File: src/rtl/nes_mem_pkg.sv
// Shared NES CPU-bus constants, the OAM DMA state type and the CPU-side bus payload.
package nes_mem_pkg;

  localparam int unsigned ADDR_W = 16;
  localparam int unsigned DATA_W = 8;

  localparam logic [ADDR_W-1:0] PPU_CTRL1 = 16'h2000;
  localparam logic [ADDR_W-1:0] OAM_ADDR  = 16'h2003;
  localparam logic [ADDR_W-1:0] OAM_DATA  = 16'h2004;
  localparam logic [ADDR_W-1:0] PPU_ADDR  = 16'h2006;
  localparam logic [ADDR_W-1:0] PPU_DATA  = 16'h2007;
  localparam logic [ADDR_W-1:0] OAM_DMA   = 16'h4014;

  typedef enum logic [2:0] {
    IDLE  = 3'd0,
    HALT  = 3'd1,
    ALIGN = 3'd2,
    READ  = 3'd3,
    WRITE = 3'd4
  } dma_state_t;

  typedef struct packed {
    logic [ADDR_W-1:0] addr;
    logic [DATA_W-1:0] data;
    logic              we;
    logic              re;
  } cpu_bus_t;

endpackage

File: src/rtl/oam_dma_bus_mux.sv
// Bus owner select: the CPU drives mem_decode while idle, the DMA engine while active.
module oam_dma_bus_mux
  import nes_mem_pkg::*;
(
  input  logic     i_dma_active,
  input  cpu_bus_t i_cpu_bus,
  input  cpu_bus_t i_dma_bus,
  output cpu_bus_t o_mem_bus
);

  always_comb begin
    o_mem_bus = i_cpu_bus;
    if (i_dma_active) o_mem_bus = i_dma_bus;
  end

endmodule

File: src/rtl/oam_dma_ctrl.sv
// NES sprite DMA: a $4014 write halts the CPU and copies one page into SPRAM via $2004.
// Optional macro OAM_DMA_ODD_ALIGN_EN inserts one ALIGN cycle when the trigger lands on an odd cycle.
module oam_dma_ctrl
  import nes_mem_pkg::*;
#(
  parameter logic [ADDR_W-1:0] DMA_REG_ADDR  = OAM_DMA,
  parameter logic [ADDR_W-1:0] OAM_DATA_ADDR = OAM_DATA,
  parameter int unsigned       XFER_LEN      = 256
) (
  input  logic              clk,
  input  logic              rst,
  input  logic [ADDR_W-1:0] cpu_addr_in,
  input  logic [DATA_W-1:0] cpu_data_in,
  input  logic              cpu_write_en,
  input  logic              cpu_read_en,
  output logic [DATA_W-1:0] cpu_data_out,
  output logic              cpu_rdy,
  output logic [ADDR_W-1:0] mem_addr_out,
  output logic [DATA_W-1:0] mem_data_out,
  output logic              mem_write_en,
  output logic              mem_read_en,
  input  logic [DATA_W-1:0] mem_data_in,
  output logic              dma_active
);

  localparam logic [7:0] IDX_LAST = 8'(XFER_LEN - 1);

  dma_state_t r_state;
  dma_state_t w_next_state;
  logic [7:0] r_page;
  logic [7:0] r_idx;
  logic       w_trigger;
  logic       w_align;
  cpu_bus_t   w_cpu_bus;
  cpu_bus_t   w_dma_bus;
  cpu_bus_t   w_mem_bus;

  assign w_trigger = cpu_write_en && (cpu_addr_in == DMA_REG_ADDR);

`ifdef OAM_DMA_ODD_ALIGN_EN
  logic r_parity;

  // Free-running cycle parity used to decide on the extra alignment cycle.
  always_ff @(posedge clk or posedge rst) begin
    if (rst) r_parity <= 1'b0;
    else     r_parity <= ~r_parity;
  end

  assign w_align = r_parity;
`else
  assign w_align = 1'b0;
`endif

  always_ff @(posedge clk or posedge rst) begin
    if (rst) r_state <= IDLE;
    else     r_state <= w_next_state;
  end

  always_comb begin
    w_next_state = r_state;
    case (r_state)
      IDLE:    if (w_trigger) w_next_state = HALT;
      HALT:    w_next_state = w_align ? ALIGN : READ;
      ALIGN:   w_next_state = READ;
      READ:    w_next_state = WRITE;
      WRITE:   w_next_state = (r_idx == IDX_LAST) ? IDLE : READ;
      default: w_next_state = IDLE;
    endcase
  end

  // Source page latch and byte index; the index stays inside the page.
  always_ff @(posedge clk or posedge rst) begin
    if (rst) begin
      r_page <= 8'h00;
      r_idx  <= 8'h00;
    end else if (r_state == IDLE && w_trigger) begin
      r_page <= cpu_data_in;
      r_idx  <= 8'h00;
    end else if (r_state == WRITE) begin
      r_idx <= r_idx + 8'd1;
    end
  end

  always_comb begin
    w_dma_bus      = '0;
    w_dma_bus.addr = {r_page, r_idx};
    dma_active     = 1'b1;
    cpu_rdy        = 1'b0;
    case (r_state)
      IDLE: begin
        dma_active = 1'b0;
        cpu_rdy    = 1'b1;
      end
      READ:  w_dma_bus.re = 1'b1;
      WRITE: begin
        w_dma_bus.addr = OAM_DATA_ADDR;
        w_dma_bus.data = mem_data_in;
        w_dma_bus.we   = 1'b1;
      end
      default: ;
    endcase
  end

  assign w_cpu_bus.addr = cpu_addr_in;
  assign w_cpu_bus.data = cpu_data_in;
  assign w_cpu_bus.we   = cpu_write_en;
  assign w_cpu_bus.re   = cpu_read_en;

  oam_dma_bus_mux u_bus_mux (
    .i_dma_active (dma_active),
    .i_cpu_bus    (w_cpu_bus),
    .i_dma_bus    (w_dma_bus),
    .o_mem_bus    (w_mem_bus)
  );

  assign mem_addr_out = w_mem_bus.addr;
  assign mem_data_out = w_mem_bus.data;
  assign mem_write_en = w_mem_bus.we;
  assign mem_read_en  = w_mem_bus.re;
  assign cpu_data_out = mem_data_in;

endmodule

File: config.mk
export PLATFORM = sky130hd
export DESIGN_NAME = oam_dma_ctrl
export DESIGN_NICKNAME = d
export VERILOG_FILES = /design/src/rtl/nes_mem_pkg.sv /design/src/rtl/oam_dma_bus_mux.sv /design/src/rtl/oam_dma_ctrl.sv
export SDC_FILE = /design/constraint.sdc
export NUM_CORES = 1
export LEC_CHECK = 0
export ABC_CLOCK_PERIOD_IN_PS = 2400
export BUFFER_PORTS_ARGS = -buffer_cell sky130_fd_sc_hd__buf_4
export CORE_MARGIN = 3
export CORE_UTILIZATION = 45
export CTS_CLUSTER_DIAMETER = 120
export DETAILED_ROUTE_END_ITERATION = 6
export PLACE_DENSITY_LB_ADDON = 0.08
export SYNTH_ARGS = -nofsm -noshare
export SYNTH_HDL_FRONTEND = slang
export SYNTH_SLANG_ARGS = --single-unit
File: constraint.sdc
create_clock -name clk -period 2.4 [get_ports clk]
set_input_delay 0.48 -clock clk [delete_from_list [all_inputs] [get_ports clk]]
set_output_delay 0.48 -clock clk [all_outputs]
set_load 0.1 [all_outputs]
# ---- Word level (Yosys, flattened, before mapping)
# Cells that the tools add are included.
dict set report totals {
  reg_bits 19
  in_bits 36
  output_inout_bits 36
}
dict set report classes {
  addsub 1
  n_eq_ne 7
  mux 10
  n_reduce_logical 5
}
# operator count
set op_table {}
lappend op_table {{two-way mux 26 bit} 1}
lappend op_table {{two-way mux 25 bit} 1}
lappend op_table {{== test 16 x 15 -> 1 bit (second input constant)} 1}
lappend op_table {{two-way mux 8 bit} 2}
lappend op_table {{case mux 3 bit (4 select lines)} 1}
lappend op_table {{adder 8 x 1 -> 8 bit (second input constant)} 1}
lappend op_table {{== test 8 bit (second input constant)} 1}
lappend op_table {{== test 3 x 2 -> 1 bit (second input constant)} 2}
lappend op_table {{== test 3 x 1 -> 1 bit (second input constant)} 1}
lappend op_table {{== test 3 bit (second input constant)} 1}
lappend op_table {{logical NOT 3 bit} 1}
lappend op_table {{two-way mux 1 bit} 3}
lappend op_table {{two-way mux 3 bit} 1}
lappend op_table {{logical AND 1 bit} 2}
lappend op_table {{two-way mux 2 bit} 1}
lappend op_table {{!= test 2 bit (second input constant)} 1}
lappend op_table {{nonzero test 2 bit} 1}
lappend op_table {{OR reduction 2 bit} 1}

# ---- Longest topological paths before layout
# Gate-level depths: netlist of run 1.
dict set report logic_depth {
  word_depth 4
  mapped_depth 5
  ltp_nobuf 5
}

# ---- Cells and area by module
# A second synthesis of run 1 with hierarchy kept.
dict set report hier_totals {
  cells_unflattened 137
  hier_area_um2 1521.5
}
# module instances cells_per_inst area_per_inst_um2 seq_area_each_um2
set by_module_without_submodules {}
lappend by_module_without_submodules {oam_dma_ctrl 1 108 1102.3 475.5}
lappend by_module_without_submodules {oam_dma_bus_mux 1 29 419.2 0.0}

# ---- Worst setup path before layout of run 1
# No wires, ideal clock.
dict set report synth_timing {
  kind {reg2out}
  startpoint {register r_state[1]}
  endpoint {output mem_addr_out[12]}
  arrival_ns 3.086
  required_ns 1.920
  path_slack_ns -1.166
  path_stages_with_launch 5
  path_buffers 2
  cell_sequence {dfrtp_1 or2_1 buf_6 clkbuf_1 o21ai_0}
}
dict set report synth_via {
  elab_chain_cells 3
}
# item line_no
set synth_rtl {}
lappend synth_rtl {{start, declared} oam_dma_ctrl.sv:28} ;# dma_state_t r_state;
lappend synth_rtl {{start signal, assigned} oam_dma_ctrl.sv:56} ;# else r_state <= w_next_state;
lappend synth_rtl {{== test 3 bit} oam_dma_ctrl.sv:89} ;# case (r_state)
lappend synth_rtl {{two-way mux 25 bit} oam_dma_ctrl.sv:89}
lappend synth_rtl {{two-way mux 26 bit (*)} oam_dma_bus_mux.sv:13} ;# if (i_dma_active) o_mem_bus = i_dma_bus;
lappend synth_rtl {{end, declared} oam_dma_ctrl.sv:18} ;# output logic [ADDR_W-1:0] mem_addr_out,
# Mark *: on every way between the ends. The rest lies on a longest branch, timed or not.

# ---- Final worst setup path of run 1
dict set report layout_timing {
  startpoint {register r_state[1]}
  endpoint {output mem_read_en}
}
dict set report layout_via {
  elab_chain_cells 3
}
# item line_no
set layout_rtl {}
lappend layout_rtl {{== test 3 x 2 -> 1 bit} oam_dma_ctrl.sv:89}
lappend layout_rtl {{two-way mux 1 bit} oam_dma_ctrl.sv:89}
lappend layout_rtl {{two-way mux 26 bit (*)} oam_dma_bus_mux.sv:13}
lappend layout_rtl {{end, declared} oam_dma_ctrl.sv:21} ;# output logic mem_read_en,
# Marked as above.

==> results of run 1 <==
final cells by class:
| cell class | instances | area, um^2 | area share |
|---|---|---|---|
| Multi-Input combinational cell | 121 | 788 | 0.409 |
| Sequential cell | 19 | 475 | 0.247 |
| Clock buffer | 4 | 26.3 | 0.0136 |
| Inverter | 3 | 11.3 | 0.00585 |
| Tap cell | 31 | 38.8 | 0.0201 |
| Timing Repair Buffer | 78 | 586 | 0.304 |
metal layers:
metal  part of all wire  global-route usage  vias up  wire length (um)
li1                   -                   -      661                 -
met2               0.55               0.386       44              1990
met4             0.0063              0.0774        0                23
met1               0.39               0.245      622              1400
met5                  0                   0        -                 0
met3              0.060              0.0255        4               218
logic make-up after synthesis:
| family | after synthesis |
|---|---|
| AO/OA/AOI/OAI | 20 |
| XOR/XNOR | 8 |
| adder cells (fa/ha/maj) | 1 |
| buffers and inverters | 20 |
| flip-flops | 19 |
| multiplexers | 16 |
| AND/OR/NAND/NOR | 76 |
what timing repair did:
| action | 4_1_cts | 5_1_grt |
|---|---|---|
| endpoints found under the setup margin | 4 | 0 |
| setup buffers | 0 | 0 |
| gates resized for setup | 1 | 0 |
registers in the layout, indices dropped and copies added (netlist names):
register,flops
r_idx,8
r_state,3
r_page,8
per-stage QoR:
| step | setup WS [ps] | instance area (um^2) | std cells |
|---|---|---|---|
| after floorplan | -427 | 1380 | 160 |
| after global placement | 195 | 1900 | 252 |
| after detailed placement | 208 | 1900 | 252 |
| after CTS | 135 | 1930 | 256 |
| after global routing | 15.2 | 1930 | 256 |
| final | 146 | 1930 | 256 |
synthesized netlist by cell type:
cell type	n
sky130_fd_sc_hd__buf_6	2
sky130_fd_sc_hd__dfrtp_1	19
sky130_fd_sc_hd__a21o_1	1
sky130_fd_sc_hd__a21oi_1	1
sky130_fd_sc_hd__nor3b_2	1
sky130_fd_sc_hd__o21ai_0	18
sky130_fd_sc_hd__or2_2	1
sky130_fd_sc_hd__nand2b_1	14
sky130_fd_sc_hd__or3b_2	1
sky130_fd_sc_hd__xor2_1	3
sky130_fd_sc_hd__nor4bb_1	1
sky130_fd_sc_hd__nor4b_1	2
sky130_fd_sc_hd__nor3_1	2
sky130_fd_sc_hd__nor2_1	22
sky130_fd_sc_hd__inv_1	3
sky130_fd_sc_hd__buf_4	8
sky130_fd_sc_hd__or2_1	1
sky130_fd_sc_hd__clkbuf_1	6
sky130_fd_sc_hd__nor4_1	1
sky130_fd_sc_hd__buf_2	1
sky130_fd_sc_hd__nor4_4	1
sky130_fd_sc_hd__xnor2_1	5
sky130_fd_sc_hd__ha_1	1
sky130_fd_sc_hd__nand3_1	1
sky130_fd_sc_hd__nand4_1	5
sky130_fd_sc_hd__mux2i_1	8
sky130_fd_sc_hd__or3_1	1
sky130_fd_sc_hd__nand2_1	21
sky130_fd_sc_hd__mux2_4	2
sky130_fd_sc_hd__mux2_2	6
sky130_fd_sc_hd__and3_1	1
how the worst max path moves through the flow:
stage	from	slack, ps	end	depth (start not counted)
global route	r_state[1]	20	mem_addr_out[2]	4
floorplan	r_state[1]	-430	mem_addr_out[10]	4
detailed placement	cpu_addr_in[0]	210	r_page[1]	6
global placement	cpu_addr_in[3]	190	r_page[2]	6
finish	r_state[1]	150	mem_read_en	5
CTS	r_state[1]	140	mem_read_en	5
worst reg2reg max path: stages, from the launching register on:
cell and delay [ps]:
sky130_fd_sc_hd__dfrtp_1 450, sky130_fd_sc_hd__or2_4 340, sky130_fd_sc_hd__nor4_4 390, sky130_fd_sc_hd__buf_4 230
sky130_fd_sc_hd__mux2_2 340
==> metrics.txt, run 1 <==
worst hold margin 293 ps; largest clock skew in the final design 4.80 ps; max-capacitance violation count 0; clock latency on the worst-skew pair 290 ps; number of global-route vias before repair 1309; num rows 19; ratio of routed vias to standard cells 5.20; required time worst endpoint 1920 ps; parity-gate share of the synthesized area counting xor and xnor cells 0.0517; timing-limited maximum frequency 444 MHz; Synth Area in Adders 0.00923; worst reg2reg path startpoint r_state[1]; Compound-Gate Fraction of Synth Area 0.0756; category of the most critical setup path register to primary output; Final GP Congestion 0.809; share of synthesized area occupied by flip-flops and latches 0.351; Chip Height 60.9 um; Setup Total Neg Slack 0 ps; min-delay worst type primary input to asynchronous set/reset pin; CTS clk-pin slew, worst paths 110 ps; HPWL after DPL 2930 um; R2R cell count 4; maximum number of pins on one net before global-route repair 23; reg-to-reg critical path endpoint r_page[3]; grt total ovfl 0; CTS tree yes; data arrival time of the critical path 1770 ps; Setup crit start kind register; time the final worst path needs with I/O delays and setup 2250 ps; Detailed Routing Iterations Pass 1 4; hold buffers post-CTS 0; Buf+Inv Stages, Crit Path 2; I/O pins 72; Vias 1331; number of buffers created by CTS 3; portion of synthesized cell area occupied by the leading cell type 0.351; final hold violations 0; endpoint type of the worst setup path primary output; Crit-path slowest cell sky130_fd_sc_hd__dfrtp_1; synthesized flop and latch total 19; Simple-Gate Fraction of Synth Area 0.292; CTS sink cnt 19; measured slew at the worst slew-check pin 712 ps; biggest fanout along the worst timing path 11; cell class contributing the biggest share of worst-path delay buffers and inverters; count of unique library cells instantiated by Yosys 31; mux share of post-synthesis cell area 0.131; initial core utilization 0.483; Post-Syn Area 0.00136 mm^2; final count of pins violating max slew 0; overall die area 0.00371 mm^2; area leader, netlist sky130_fd_sc_hd__dfrtp_1; antenna violation net count after detailed routing 0; post-layout net count 263; DRC errors left 0; top cells by area in the synthesized netlist sky130_fd_sc_hd__dfrtp_1 (35%), sky130_fd_sc_hd__o21ai_0 (6.6%), sky130_fd_sc_hd__nand2b_1 (6.5%); Post-Syn Nets 197; area of the core 0.00281 mm^2; number of antenna diodes 0; Final setup violation count 0; GRT Total Usage 0.209; Port Buffer Count 71; longest individual stage delay on the worst path 450 ps; Mapped Cells 160; number of filler instances in the final layout 228; run status finished, final reports clean; layout cell share with drive strength beyond 1 0.458; ordered cell list for the critical path or2_4, buf_4, nor2_4, a21o_2, buf_4; Detailed Route WL 3630 um; relative area change from synthesis to final layout 42.0%; Top cell by count, worst path sky130_fd_sc_hd__buf_4; number of buffers on the longest clock path 2; maximum level of the CTS H-tree 1; Horiz. Die Dim 60.9 um; YS warnings 0; DRC marker count from the first detailed-route iteration 71; Max-slew headroom 0.525; average size of a mapped cell 8.48 um^2; worst-case register-to-register setup slack 540 ps; post-layout util 0.686; part of the cycle the worst path needs 0.939; combinational family with the most area after synthesis simple AND/OR/NAND/NOR gates; unrepaired setup endpoints after global routing false; wire length of the first global-routing pass 5740 um; antenna violations before repair 0; average wire length per cell after detail routing 14.2 um; cell at the root of the clock tree sky130_fd_sc_hd__clkbuf_4; most common cell after layout, fill and taps aside sky130_fd_sc_hd__buf_4; most frequent cells in the layout sky130_fd_sc_hd__buf_4 (78), sky130_fd_sc_hd__nand2_1 (21), sky130_fd_sc_hd__dfrtp_1 (19), sky130_fd_sc_hd__o21ai_1 (16)
Power of run 1 is not shown: default switching activity piles up to over one toggle a cycle in this logic, so the estimate is an artifact.
==> inputs of run 2 (changes only) <==
--- a/config.mk
+++ b/config.mk
@@ -6,9 +6,9 @@
 export NUM_CORES = 1
 export LEC_CHECK = 0
 export ABC_CLOCK_PERIOD_IN_PS = 2400
-export BUFFER_PORTS_ARGS = -buffer_cell sky130_fd_sc_hd__buf_4
+export BUFFER_PORTS_ARGS = -buffer_cell sky130_fd_sc_hd__buf_2
 export CORE_MARGIN = 3
-export CORE_UTILIZATION = 45
+export CORE_UTILIZATION = 34
 export CTS_CLUSTER_DIAMETER = 120
 export DETAILED_ROUTE_END_ITERATION = 6
 export PLACE_DENSITY_LB_ADDON = 0.08
==> run 2 against run 1 <==
Maximum frequency shrank 2.4%. First-iteration DRC count is 52% lower. Wire length down 2.2%. Sequential share of layout area decreased by 1.6 points. Non-clock buffer count decreased by 1. Clock-buffer cell count unchanged.
==> metrics.txt, run 2 (synthesis results as in run 1) <==
area of the core 0.00374 mm^2 (+33%); final hold violations 0 (unchanged); category of the most critical setup path register to primary output; hold buffers post-CTS 0 (unchanged); largest clock skew in the final design 2.06 ps (-2.74 ps); CTS clk-pin slew, worst paths 70 ps (-40 ps); time the final worst path needs with I/O delays and setup 2310 ps (+54.7 ps); number of buffers created by CTS 3 (unchanged); endpoint type of the worst setup path primary output; relative area change from synthesis to final layout 51.9%; min-delay worst type primary input to asynchronous set/reset pin; unrepaired setup endpoints after global routing false; pre-CTS worst setup slack 315 ps (+107 ps); part of the cycle the worst path needs 0.962 (+0.0228); most common cell after layout, fill and taps aside sky130_fd_sc_hd__buf_2; post-layout util 0.550 (-0.136); measured slew at the worst slew-check pin 730 ps (+18.4 ps); post-layout net count 262 (-0.38%); antenna violation net count after detailed routing 0 (unchanged); maximum number of pins on one net before global-route repair 24 (+4.3%); data arrival time of the critical path 1830 ps (+60 ps); Final GP Congestion 0.816 (+0.78%); CTS sink cnt 19 (unchanged); Regs by FF count r_idx: 8 flops, r_page: 8 flops, r_state: 3 flops; number of antenna diodes 0 (unchanged); Chip Height 69.2 um (+14%); Port Buffer Count 71 (unchanged); Vias 1323 (-0.60%); wire length of the first global-routing pass 6110 um (+6.4%); GRT Total Usage 0.153 (-0.0556); required time worst endpoint 1920 ps (about the same); layout cell share with drive strength beyond 1 0.451 (-0.00688); run status finished, final reports clean; final count of pins violating max slew 0 (unchanged); worst setup margin 91.2 ps (-54.7 ps); Detailed Routing Iterations Pass 1 4 (unchanged); overall die area 0.00478 mm^2 (+29%); maximum level of the CTS H-tree 1 (unchanged); Detailed Route WL 3550 um (-2.2%); Final setup violation count 0 (unchanged); Setup crit start kind register; antenna violations before repair 0 (unchanged); cell at the root of the clock tree sky130_fd_sc_hd__clkbuf_8; Resized Gates After CTS 0 (-1); max-capacitance violation count 0 (unchanged); DRC errors left 0 (unchanged); clock latency on the worst-skew pair 250 ps (-40 ps); Max-slew headroom 0.512 (-0.0123); biggest fanout along the worst timing path 23 (+12); grt total ovfl 0 (unchanged); Horiz. Die Dim 69.2 um (+14%); number of buffers on the longest clock path 2 (unchanged); ratio of routed vias to standard cells 4.86 (-6.4%); most frequent cells in the layout sky130_fd_sc_hd__buf_2 (53), sky130_fd_sc_hd__nand2_1 (21), sky130_fd_sc_hd__buf_12 (19), sky130_fd_sc_hd__dfrtp_1 (19), sky130_fd_sc_hd__o21ai_1 (16); DRC marker count from the first detailed-route iteration 34 (-52%); timing-limited maximum frequency 433 MHz (-2.4%); average wire length per cell after detail routing 13.1 um (-7.9%); num rows 22 (+3); initial core utilization 0.362 (-0.121); HPWL after DPL 2940 um (+0.28%); CTS tree yes; number of global-route vias before repair 1301 (-0.61%); number of buffers inserted by post-CTS setup repair 0 (unchanged); I/O pins 72 (unchanged)
run 2: changes by cell type in the layout (fill, tap and decap cells not counted), sizes merged:
cell / before / now
buf: 78 / 77
run 2: critical path, cell delays in order, from the launching register on:
cell and delay [ps]:
sky130_fd_sc_hd__dfrtp_1 430, sky130_fd_sc_hd__or2_1 290, sky130_fd_sc_hd__buf_12 180, sky130_fd_sc_hd__nor2_4 130, sky130_fd_sc_hd__a21o_2 130, sky130_fd_sc_hd__buf_2 410
run 2: final cells by class:
class | count | area (um^2)
Inverter | 3 | 11.3
Timing Repair Buffer | 77 | 683
Sequential cell | 19 | 475
Clock buffer | 4 | 45.0
Multi-Input combinational cell | 121 | 786
Tap cell | 48 | 60.1
Fill cell | 354 | 1680
run 2: path summary, 6_finish.rpt:
path	start	depth (start not counted)	slack, ps	end
worst max-delay path	r_state[1]	5	90	mem_read_en
worst min register to register	r_page[6]	1	510	r_page[6]
worst min-delay path	rst	2	340	r_page[4]
worst max register to register	r_state[1]	5	560	r_page[2]
min in group clk	cpu_data_in[5]	2	480	r_page[5]
max in group asynchronous	rst	2	1600	r_page[2]
run 2: metal layers:
layer  wire length, um  global-route usage  up-vias  share of wire
met1              1530               0.186      620           0.43
met2              1780               0.267       44           0.50
met5                 0                   0        -              0
met4                16              0.0477        0         0.0045
met3               220              0.0350        2          0.062
li1                  -                   -      657              -
run 2: metrics by stage:
step	instance area, um^2	TNS, ps	std cells	hold slack [ps]
global route	2060	0	272	415
detailed placement	2020	0	268	496
CTS	2060	0	272	378
global placement	2020	0	268	492
finish	2060	0	272	344
floorplan	1380	-7460	160	431
Power of run 2 is left out for the same reason.
==> inputs of run 3 (changes only) <==
--- a/config.mk
+++ b/config.mk
@@ -12,6 +12,7 @@
 export CTS_CLUSTER_DIAMETER = 120
 export DETAILED_ROUTE_END_ITERATION = 6
 export PLACE_DENSITY_LB_ADDON = 0.08
+export SETUP_SLACK_MARGIN = 0.3
 export SYNTH_ARGS = -nofsm -noshare
 export SYNTH_HDL_FRONTEND = slang
 export SYNTH_SLANG_ARGS = --single-unit
==> run 3 against run 2 <==
Critical path depth unchanged. Global-route usage increased by 1.1 points. Wire length increased by 9.0%. Maximum frequency increased by 15%. Hold slack got worse by 16 ps. Register-to-register slack improved by 50 ps. Sequential share of layout area decreased by 3.4 points. Sequential cell count unchanged.
==> metrics.txt, run 3 (synthesis results as in run 1) <==
final count of pins violating max slew 0 (unchanged); measured slew at the worst slew-check pin 702 ps (-28.4 ps); Detailed Routing Iterations Pass 1 4 (unchanged); DRC marker count from the first detailed-route iteration 18 (-47%); Setup Total Neg Slack 0 ps (unchanged); antenna violation net count after detailed routing 0 (unchanged); number of buffers on the longest clock path 2 (unchanged); ratio of routed vias to standard cells 4.96 (+2.0%); biggest fanout along the worst timing path 28 (+22%); part of the cycle the worst path needs 0.838 (-0.124); longest individual stage delay on the worst path 390 ps (-40 ps); Regs by FF count r_idx: 8 flops, r_page: 8 flops, r_state: 3 flops; run status finished, final reports clean; wire length of the first global-routing pass 6560 um (+7.4%); layout cell share with drive strength beyond 1 0.555 (+0.104); Detailed Route WL 3870 um (+9.0%); CTS sink cnt 19 (unchanged); initial core utilization 0.362 (unchanged); Buf+Inv Stages, Crit Path 2 (unchanged); reg-to-reg critical path endpoint r_page[1]; most frequent cells in the layout sky130_fd_sc_hd__buf_2 (43), sky130_fd_sc_hd__buf_12 (29), sky130_fd_sc_hd__nand2_1 (21), sky130_fd_sc_hd__dfrtp_1 (17); unrepaired setup endpoints after global routing false; endpoint type of the worst setup path primary output; number of buffers created by CTS 3 (unchanged); GRT Total Usage 0.165 (+0.0115); relative area change from synthesis to final layout 78.7%; HPWL after DPL 3180 um (+8.4%); min-delay worst type primary input to asynchronous set/reset pin; ordered cell list for the critical path or2_4, buf_8, nand2_1, o21ai_4, buf_12; CTS tree yes; clock latency on the worst-skew pair 260 ps (about the same); overall die area 0.00478 mm^2 (unchanged); DRC errors left 0 (unchanged); most common cell after layout, fill and taps aside sky130_fd_sc_hd__buf_2; number of filler instances in the final layout 318 (-10%); I/O pins 72 (unchanged); Port Buffer Count 71 (unchanged); Vias 1364 (+3.1%); largest clock skew in the final design 3.58 ps (+1.52 ps); time the final worst path needs with I/O delays and setup 2010 ps (-298 ps); data arrival time of the critical path 1530 ps (-300 ps); R2R cell count 5 (unchanged); cell class contributing the biggest share of worst-path delay simple AND/OR/NAND/NOR gates; final hold violations 0 (unchanged); Final setup violation count 0 (unchanged); max-capacitance violation count 0 (unchanged); Max-slew headroom 0.531 (+0.0190); area of the core 0.00374 mm^2 (unchanged); required time worst endpoint 1920 ps (about the same); num rows 22 (unchanged); average wire length per cell after detail routing 14.1 um (+7.8%); worst reg2reg path startpoint r_state[1]; cell at the root of the clock tree sky130_fd_sc_hd__clkbuf_8; number of antenna diodes 0 (unchanged); maximum number of pins on one net before global-route repair 29 (+21%); Crit-path slowest cell sky130_fd_sc_hd__dfrtp_1; Chip Height 69.2 um (unchanged); post-layout net count 265 (+1.1%); number of global-route vias before repair 1406 (+8.1%); timing-limited maximum frequency 497 MHz (+15%); antenna violations before repair 0 (unchanged); grt total ovfl 0 (unchanged); category of the most critical setup path register to primary output; Setup crit start kind register; maximum level of the CTS H-tree 1 (unchanged); Horiz. Die Dim 69.2 um (unchanged); CTS clk-pin slew, worst paths 70 ps (about the same); Final GP Congestion 0.789 (-3.2%); worst-case register-to-register setup slack 610 ps (+50 ps); hold buffers post-CTS 0 (unchanged)
[run 3: changes by cell type in the layout (fill, tap and decap cells not counted), sizes merged]
cell	delta
buf	+3
clkbuf	-1
clkinv	+1
[run 3: worst register-to-register path: stages (launching register included)]
cell                      delay, ps
sky130_fd_sc_hd__dfrtp_1        390
sky130_fd_sc_hd__or2_4          280
sky130_fd_sc_hd__buf_12         170
sky130_fd_sc_hd__nor4_4         280
sky130_fd_sc_hd__buf_4          220
sky130_fd_sc_hd__mux2_2         350
[run 3: per-layer routing]
metal | part of all wire | vias to the layer above | global-route usage
li1 | - | 665 | -
met3 | 0.060 | 6 | 0.0437
met1 | 0.42 | 646 | 0.207
met5 | 0 | - | 0
met4 | 0.015 | 0 | 0.0521
met2 | 0.51 | 47 | 0.274
[run 3: timing repair]
item,4_1_cts,5_1_grt
resized for setup,5,3
endpoints found under the setup margin,28,21
pin swaps,1,0
buffers inserted,3,0
[run 3: layout make-up]
| type | instances | area (um^2) | area share |
|---|---|---|---|
| multi-input combinational | 121 | 965 | 0.398 |
| timing repair buffer | 80 | 863 | 0.356 |
| sequential | 19 | 478 | 0.197 |
| tap | 48 | 60.1 | 0.0248 |
| clock buffer | 3 | 41.3 | 0.0170 |
| inverter | 3 | 11.3 | 0.00465 |
| clock inverter | 1 | 5.00 | 0.00207 |
[run 3: worst max-delay path by stage]
stage,cells past startpoint,start,slack [ps],endpoint
floorplan,4,r_state[1],20,mem_data_out[0]
global placement,6,cpu_addr_in[0],350,r_page[6]
detailed placement,6,cpu_addr_in[3],250,r_page[1]
CTS,4,r_state[2],300,mem_data_out[2]
global route,4,r_state[2],330,mem_addr_out[15]
finish,5,r_state[1],390,mem_addr_out[3]
[run 3: per-stage QoR]
step                      setup slack, ps  std cells  hold slack [ps]  area (um^2)  utilization
after global routing                  329        275              391         2420        0.647
after detailed placement              254        268              500         2330        0.622
after floorplan                      20.8        160              431         1560            -
after CTS                             302        275              350         2410        0.645
final                                 389        275              328         2420        0.647
after global placement                345        268              495         2330        0.622
Power of run 3 is left out for the same reason.
